`config.mk`:
```
export PLATFORM = sky130hd
export DESIGN_NAME = sum_rest_serial
export DESIGN_NICKNAME = d
export VERILOG_FILES = /design/src/rtl/sum_rest_serial.sv
export SDC_FILE = /design/constraint.sdc
export NUM_CORES = 1
export LEC_CHECK = 0
export ABC_AREA = 1
export BUFFER_PORTS_ARGS = -buffer_cell sky130_fd_sc_hd__clkbuf_2
export CORE_MARGIN = 2
export CORE_UTILIZATION = 38
export DETAILED_ROUTE_END_ITERATION = 10
export GPL_TIMING_DRIVEN = 0
export PLACE_DENSITY = 0.64
export SKIP_LAST_GASP = 1
export SLEW_MARGIN = 20
export SYNTH_ARGS = -nofsm -noshare
export SYNTH_HDL_FRONTEND = slang
export SYNTH_SLANG_ARGS = --single-unit
```
`constraint.sdc`:
```
create_clock -name clk -period 7.7 [get_ports clk]
set_input_delay 0.77 -clock clk [delete_from_list [all_inputs] [get_ports clk]]
set_output_delay 0.77 -clock clk [all_outputs]
set_load 0.02 [all_outputs]
```
`src/rtl/sum_rest_serial.sv`:
```
// rtl/sum_rest_serial.sv - Slice-serial adder/subtractor with valid/ready handshake; optional SUM_REST_SAT_EN saturates on overflow
module sum_rest_serial #(
    parameter int WIDTH = 16,
    parameter int SLICE = 4
) (
    input  logic             clk,
    input  logic             rst_n,
    input  logic             in_valid,
    output logic             in_ready,
    input  logic [WIDTH-1:0] A,
    input  logic [WIDTH-1:0] B,
    input  logic             Resta,
    output logic             out_valid,
    input  logic             out_ready,
    output logic [WIDTH-1:0] SumaRest,
    output logic             c_out,
    output logic             overflow,
    output logic             zero,
    output logic             negative
);
    localparam int N  = WIDTH / SLICE;
    localparam int CW = (N > 1) ? $clog2(N) : 1;
    localparam logic [CW-1:0] LAST = CW'(N - 1);

    typedef enum logic [1:0] {IDLE, CALC, DONE} state_t;

    state_t           state, state_n;
    logic [WIDTH-1:0] a_lat, b_lat, result;
    logic [CW-1:0]    cnt;
    logic             carry, cout_r, ovf_r, res_seen;
    logic             accept, last;
    logic [SLICE-1:0] a_sl, b_sl, s_sl;
    logic             cy, msb_cin, ovf_n;

    // Slice adder: one SLICE-wide add per clock, carry chained through the carry register
    assign a_sl = a_lat[cnt*SLICE +: SLICE];
    assign b_sl = b_lat[cnt*SLICE +: SLICE];
    assign {cy, s_sl} = {1'b0, a_sl} + {1'b0, b_sl} + {{SLICE{1'b0}}, carry};
    // Carry into the MSB recovered from its sum bit, so any SLICE (including 1) works
    assign msb_cin = a_sl[SLICE-1] ^ b_sl[SLICE-1] ^ s_sl[SLICE-1];
    assign ovf_n   = msb_cin ^ cy;
    assign last    = (cnt == LAST);

    // State register
    always_ff @(posedge clk or negedge rst_n) begin
        if (!rst_n) state <= IDLE;
        else        state <= state_n;
    end

    // Next-state and handshake outputs
    always_comb begin
        state_n   = state;
        in_ready  = 1'b0;
        out_valid = 1'b0;
        accept    = 1'b0;
        case (state)
            IDLE: begin
                in_ready = rst_n;
                if (in_valid && rst_n) begin
                    accept  = 1'b1;
                    state_n = CALC;
                end
            end
            CALC: begin
                if (last) state_n = DONE;
            end
            DONE: begin
                out_valid = 1'b1;
                if (out_ready) state_n = IDLE;
            end
            default: state_n = IDLE;
        endcase
    end

    // Operand capture, slice accumulation and flag capture on the final slice
    always_ff @(posedge clk or negedge rst_n) begin
        if (!rst_n) begin
            a_lat    <= '0;
            b_lat    <= '0;
            result   <= '0;
            cnt      <= '0;
            carry    <= 1'b0;
            cout_r   <= 1'b0;
            ovf_r    <= 1'b0;
            res_seen <= 1'b0;
        end else if (accept) begin
            a_lat <= A;
            b_lat <= Resta ? ~B : B;
            carry <= Resta;
            cnt   <= '0;
        end else if (state == CALC) begin
            result[cnt*SLICE +: SLICE] <= s_sl;
            carry <= cy;
            cnt   <= cnt + 1'b1;
            if (last) begin
                cout_r   <= cy;
                ovf_r    <= ovf_n;
                res_seen <= 1'b1;
`ifdef SUM_REST_SAT_EN
                if (ovf_n)
                    result <= a_lat[WIDTH-1] ? {1'b1, {(WIDTH-1){1'b0}}}
                                             : {1'b0, {(WIDTH-1){1'b1}}};
`endif
            end
        end
    end

    assign SumaRest = result;
    assign c_out    = cout_r;
    assign overflow = ovf_r;
    // res_seen keeps zero low after reset, before any result exists
    assign zero     = res_seen && (result == '0);
    assign negative = result[WIDTH-1];

endmodule

```
==> run summary <==
run status - finished clean
Total Negative Setup Slacks - 0 ns
register clock-pin slew on the reported worst setup and hold paths - 0.09 ns
area taken by multi-input logic gates - 0.00125 mm2
kind of end point of the critical path - flip-flop
post-synthesis instance area - 0.00283 mm2
worst r2r path cells - 13
worst hold-check path type - in2async
delay of the slowest cell on the worst path - 0.44 ns
share of post-route cells with drive strength above 1 - 21.3%
total via count in the routed design - 2400
slew at the pin with the worst max-slew slack - 0.528 ns
distinct cell type count of the synthesized netlist - 26
slowest library cell on the worst path - sky130_fd_sc_hd__fa_1
CTS hold repair buffers - 0
number of hold violations in the final report - 0
antenna violations before repair - 0
NumNets Final - 442
unrepaired setup endpoints after global routing - no
growth of design area from synthesis to finish - 18.0%
number of inserted filler cells in the final layout - 762
first-pass GRT wire length - 11200 um
Site Rows - 31
PortBufs - 57
I/O pin count - 59
Buf/Inv on CP - 3
cell taking the most area after synthesis - sky130_fd_sc_hd__dfrtp_1
total clock buffers created by CTS - 5
Data required, critical path - 7.91 ns
critical path, cell by cell - clkbuf_2 > inv_1 > buf_4 > o21ai_0 > o22ai_1 > fa_1 > fa_1 > nand2_1 > nand2_1 > a21oi_1 > nand3_1 > nand2_1 > nand2_1
crit start category - flip-flop
post-CTS repair timing setup buffer count - 0
Worst R2R End - overflow
die height - 90.3 um
Max-slew headroom - 64.8%
clock tree from TritonCTS - built
CTS root buffer - sky130_fd_sc_hd__clkbuf_8
top library cells by usage in the layout, fill and taps aside - sky130_fd_sc_hd__nand2_1 (97), sky130_fd_sc_hd__clkbuf_2 (58), sky130_fd_sc_hd__dfrtp_1 (56)
via/cell ratio - 4.87
commonest non-fill, non-tap cell in the layout - sky130_fd_sc_hd__nand2_1
number of instances resized during post-cts repair - 0
sequential cell area - 0.00140 mm2
ratio of final minimum period to clock period - 37.9%
vias in the first global route - 2367
beginning of the critical path - cnt[0]
Post-Synthesis Mean Instance Area - 8.60 um2
DRT Wirelength - 6330 um
minimum setup slack among reg-to-reg paths - 4.78 ns
post-route antenna net violation count - 0
number of inserted diodes - 0
flip-flop and latch count after synthesis - 56
Post-Synthesis Cells - 329
peak clock frequency supported by timing - 0.343 GHz
share of synthesized area occupied by flip-flops and latches - 49.5%
Critical Setup Path Class - reg2reg
Finish-stage setup viols - 0
RD Place Congestion - 0.877
final period demand of the worst path - 2.92 ns
cell types occupying the most area after synthesis - sky130_fd_sc_hd__dfrtp_1 (50%), sky130_fd_sc_hd__nand2_1 (13%), sky130_fd_sc_hd__o21ai_0 (8.1%)
Critical Path Fanout Max - 12
clock latency reported for the late side of the worst-skew pair - 0.32 ns
synthesis warning total - 0
first-pass iteration count of the detailed router - 4
maximum number of pins on one net before global-route repair - 35
final setup skew - 0.00820 ns
estimated wirelength of the detail-placed design - 4820 um
proportion of register bits with asynchronous set or reset after synthesis - 100%
# Max-Cap Violations - 0
initial core utilization - 39.2%
share of the synthesized area in the top cell type - 49.5%
utilization of the core after routing - 46.3%
Max Buffers Root-to-Sink - 2
global routing usage summed across all routing layers - 16.9%
worst-case vdd ir drop - 126 uV
number of synthesized flops with an enable pin - 0
die footprint - 0.00815 mm2
cell family with most CP delay - adder cells
data arrival at the endpoint of the critical path - 3.13 ns
number of clock sinks - 56
final global-route overflow total - 0
worst flop-to-flop path startpoint - cnt[0]
routed wire length per instance - 12.8 um
CORE AREA - 0.00721 mm2
initial detailed-routing violation count - 81
top flip-flop cell by instance count after synthesis - sky130_fd_sc_hd__dfrtp_1
P per Cell Area - 435 mW/mm2
number of max-slew violations in the final report - 0
cell seen most often among critical-path stages - sky130_fd_sc_hd__nand2_1
synthesized net count - 377
number of H-tree branching levels - 2
number of remaining DRC errors - 0
leakage dissipation - 1.70 nW
die width - 90.3 um
cell families after synthesis:
kind of cell,count (synthesis),synth area share [%]
and+or+nand+nor,143,21.1
AOI/OAI and AO/OA,66,12.6
DFF,56,49.5
buffers and inverters,36,6.15
xor gates and xnor gates,17,5.26
adders and majority gates,11,5.40
cells in the mapped netlist (3+ instances only):
cell / count
sky130_fd_sc_hd__ha_1: 9
sky130_fd_sc_hd__dfrtp_1: 56
sky130_fd_sc_hd__o21ai_0: 46
sky130_fd_sc_hd__nor4_1: 3
sky130_fd_sc_hd__buf_4: 4
sky130_fd_sc_hd__buf_2: 5
sky130_fd_sc_hd__nand3_1: 9
sky130_fd_sc_hd__nand2_1: 97
sky130_fd_sc_hd__o21ai_1: 4
sky130_fd_sc_hd__xnor2_1: 17
sky130_fd_sc_hd__o22ai_1: 10
sky130_fd_sc_hd__nand4_1: 4
sky130_fd_sc_hd__nor2_1: 24
sky130_fd_sc_hd__o31ai_1: 4
sky130_fd_sc_hd__inv_2: 3
sky130_fd_sc_hd__inv_1: 18
final cells by class:
type	instances	share of cell area [%]
Timing Repair Buffer	58	9.22
Tap cell	99	3.71
Clock inverter	1	0.150
Sequential cell	56	42.0
Buffer	15	2.85
Clock buffer	6	2.17
Multi-Input combinational cell	237	37.6
Inverter	21	2.36
flip-flops by register name (all words and copies together) (netlist names), 2 cells and up:
register  count
state         2
a_lat        16
b_lat        16
cnt           2
SumaRest     16
where the power goes:
| group | total [W] | internal, W | switching, W |
|---|---|---|---|
| clock network | 0.000155 | 0.0000622 | 0.0000930 |
| logic | 0.000798 | 0.000280 | 0.000518 |
| registers | 0.000498 | 0.000419 | 0.0000792 |
metal layers:
layer / share of wire [%] / GRT usage, %
met1: 46 / 22.0
met3: 5.4 / 3.34
met2: 48 / 28.8
met5: 0 / 0
met4: 1.3 / 4.62
stage by stage:
| step | worst slack [ns] | std cells | total power (W) | hold slack [ns] | instance area (um2) |
|---|---|---|---|---|---|
| floorplan | 5.22 | 329 | 0.00106 | 0.422 | 2830 |
| global placement | 4.57 | 485 | 0.00129 | 0.442 | 3240 |
| detailed placement | 4.80 | 486 | 0.00131 | 0.447 | 3260 |
| CTS | 4.77 | 493 | 0.00146 | 0.383 | 3340 |
| global route | 4.52 | 493 | 0.00160 | 0.397 | 3340 |
| finish | 4.78 | 493 | 0.00145 | 0.378 | 3340 |
how the worst max path moves through the flow:
stage / depth (start not counted) / endpoint / slack [ns]
final: 13 / overflow / 4.78
after global routing: 13 / overflow / 4.52
after CTS: 13 / overflow / 4.77
after detailed placement: 13 / overflow / 4.80
after global placement: 8 / a_lat[6] / 4.57
after floorplan: 13 / overflow / 5.22
(Power assumes the default switching activity.)
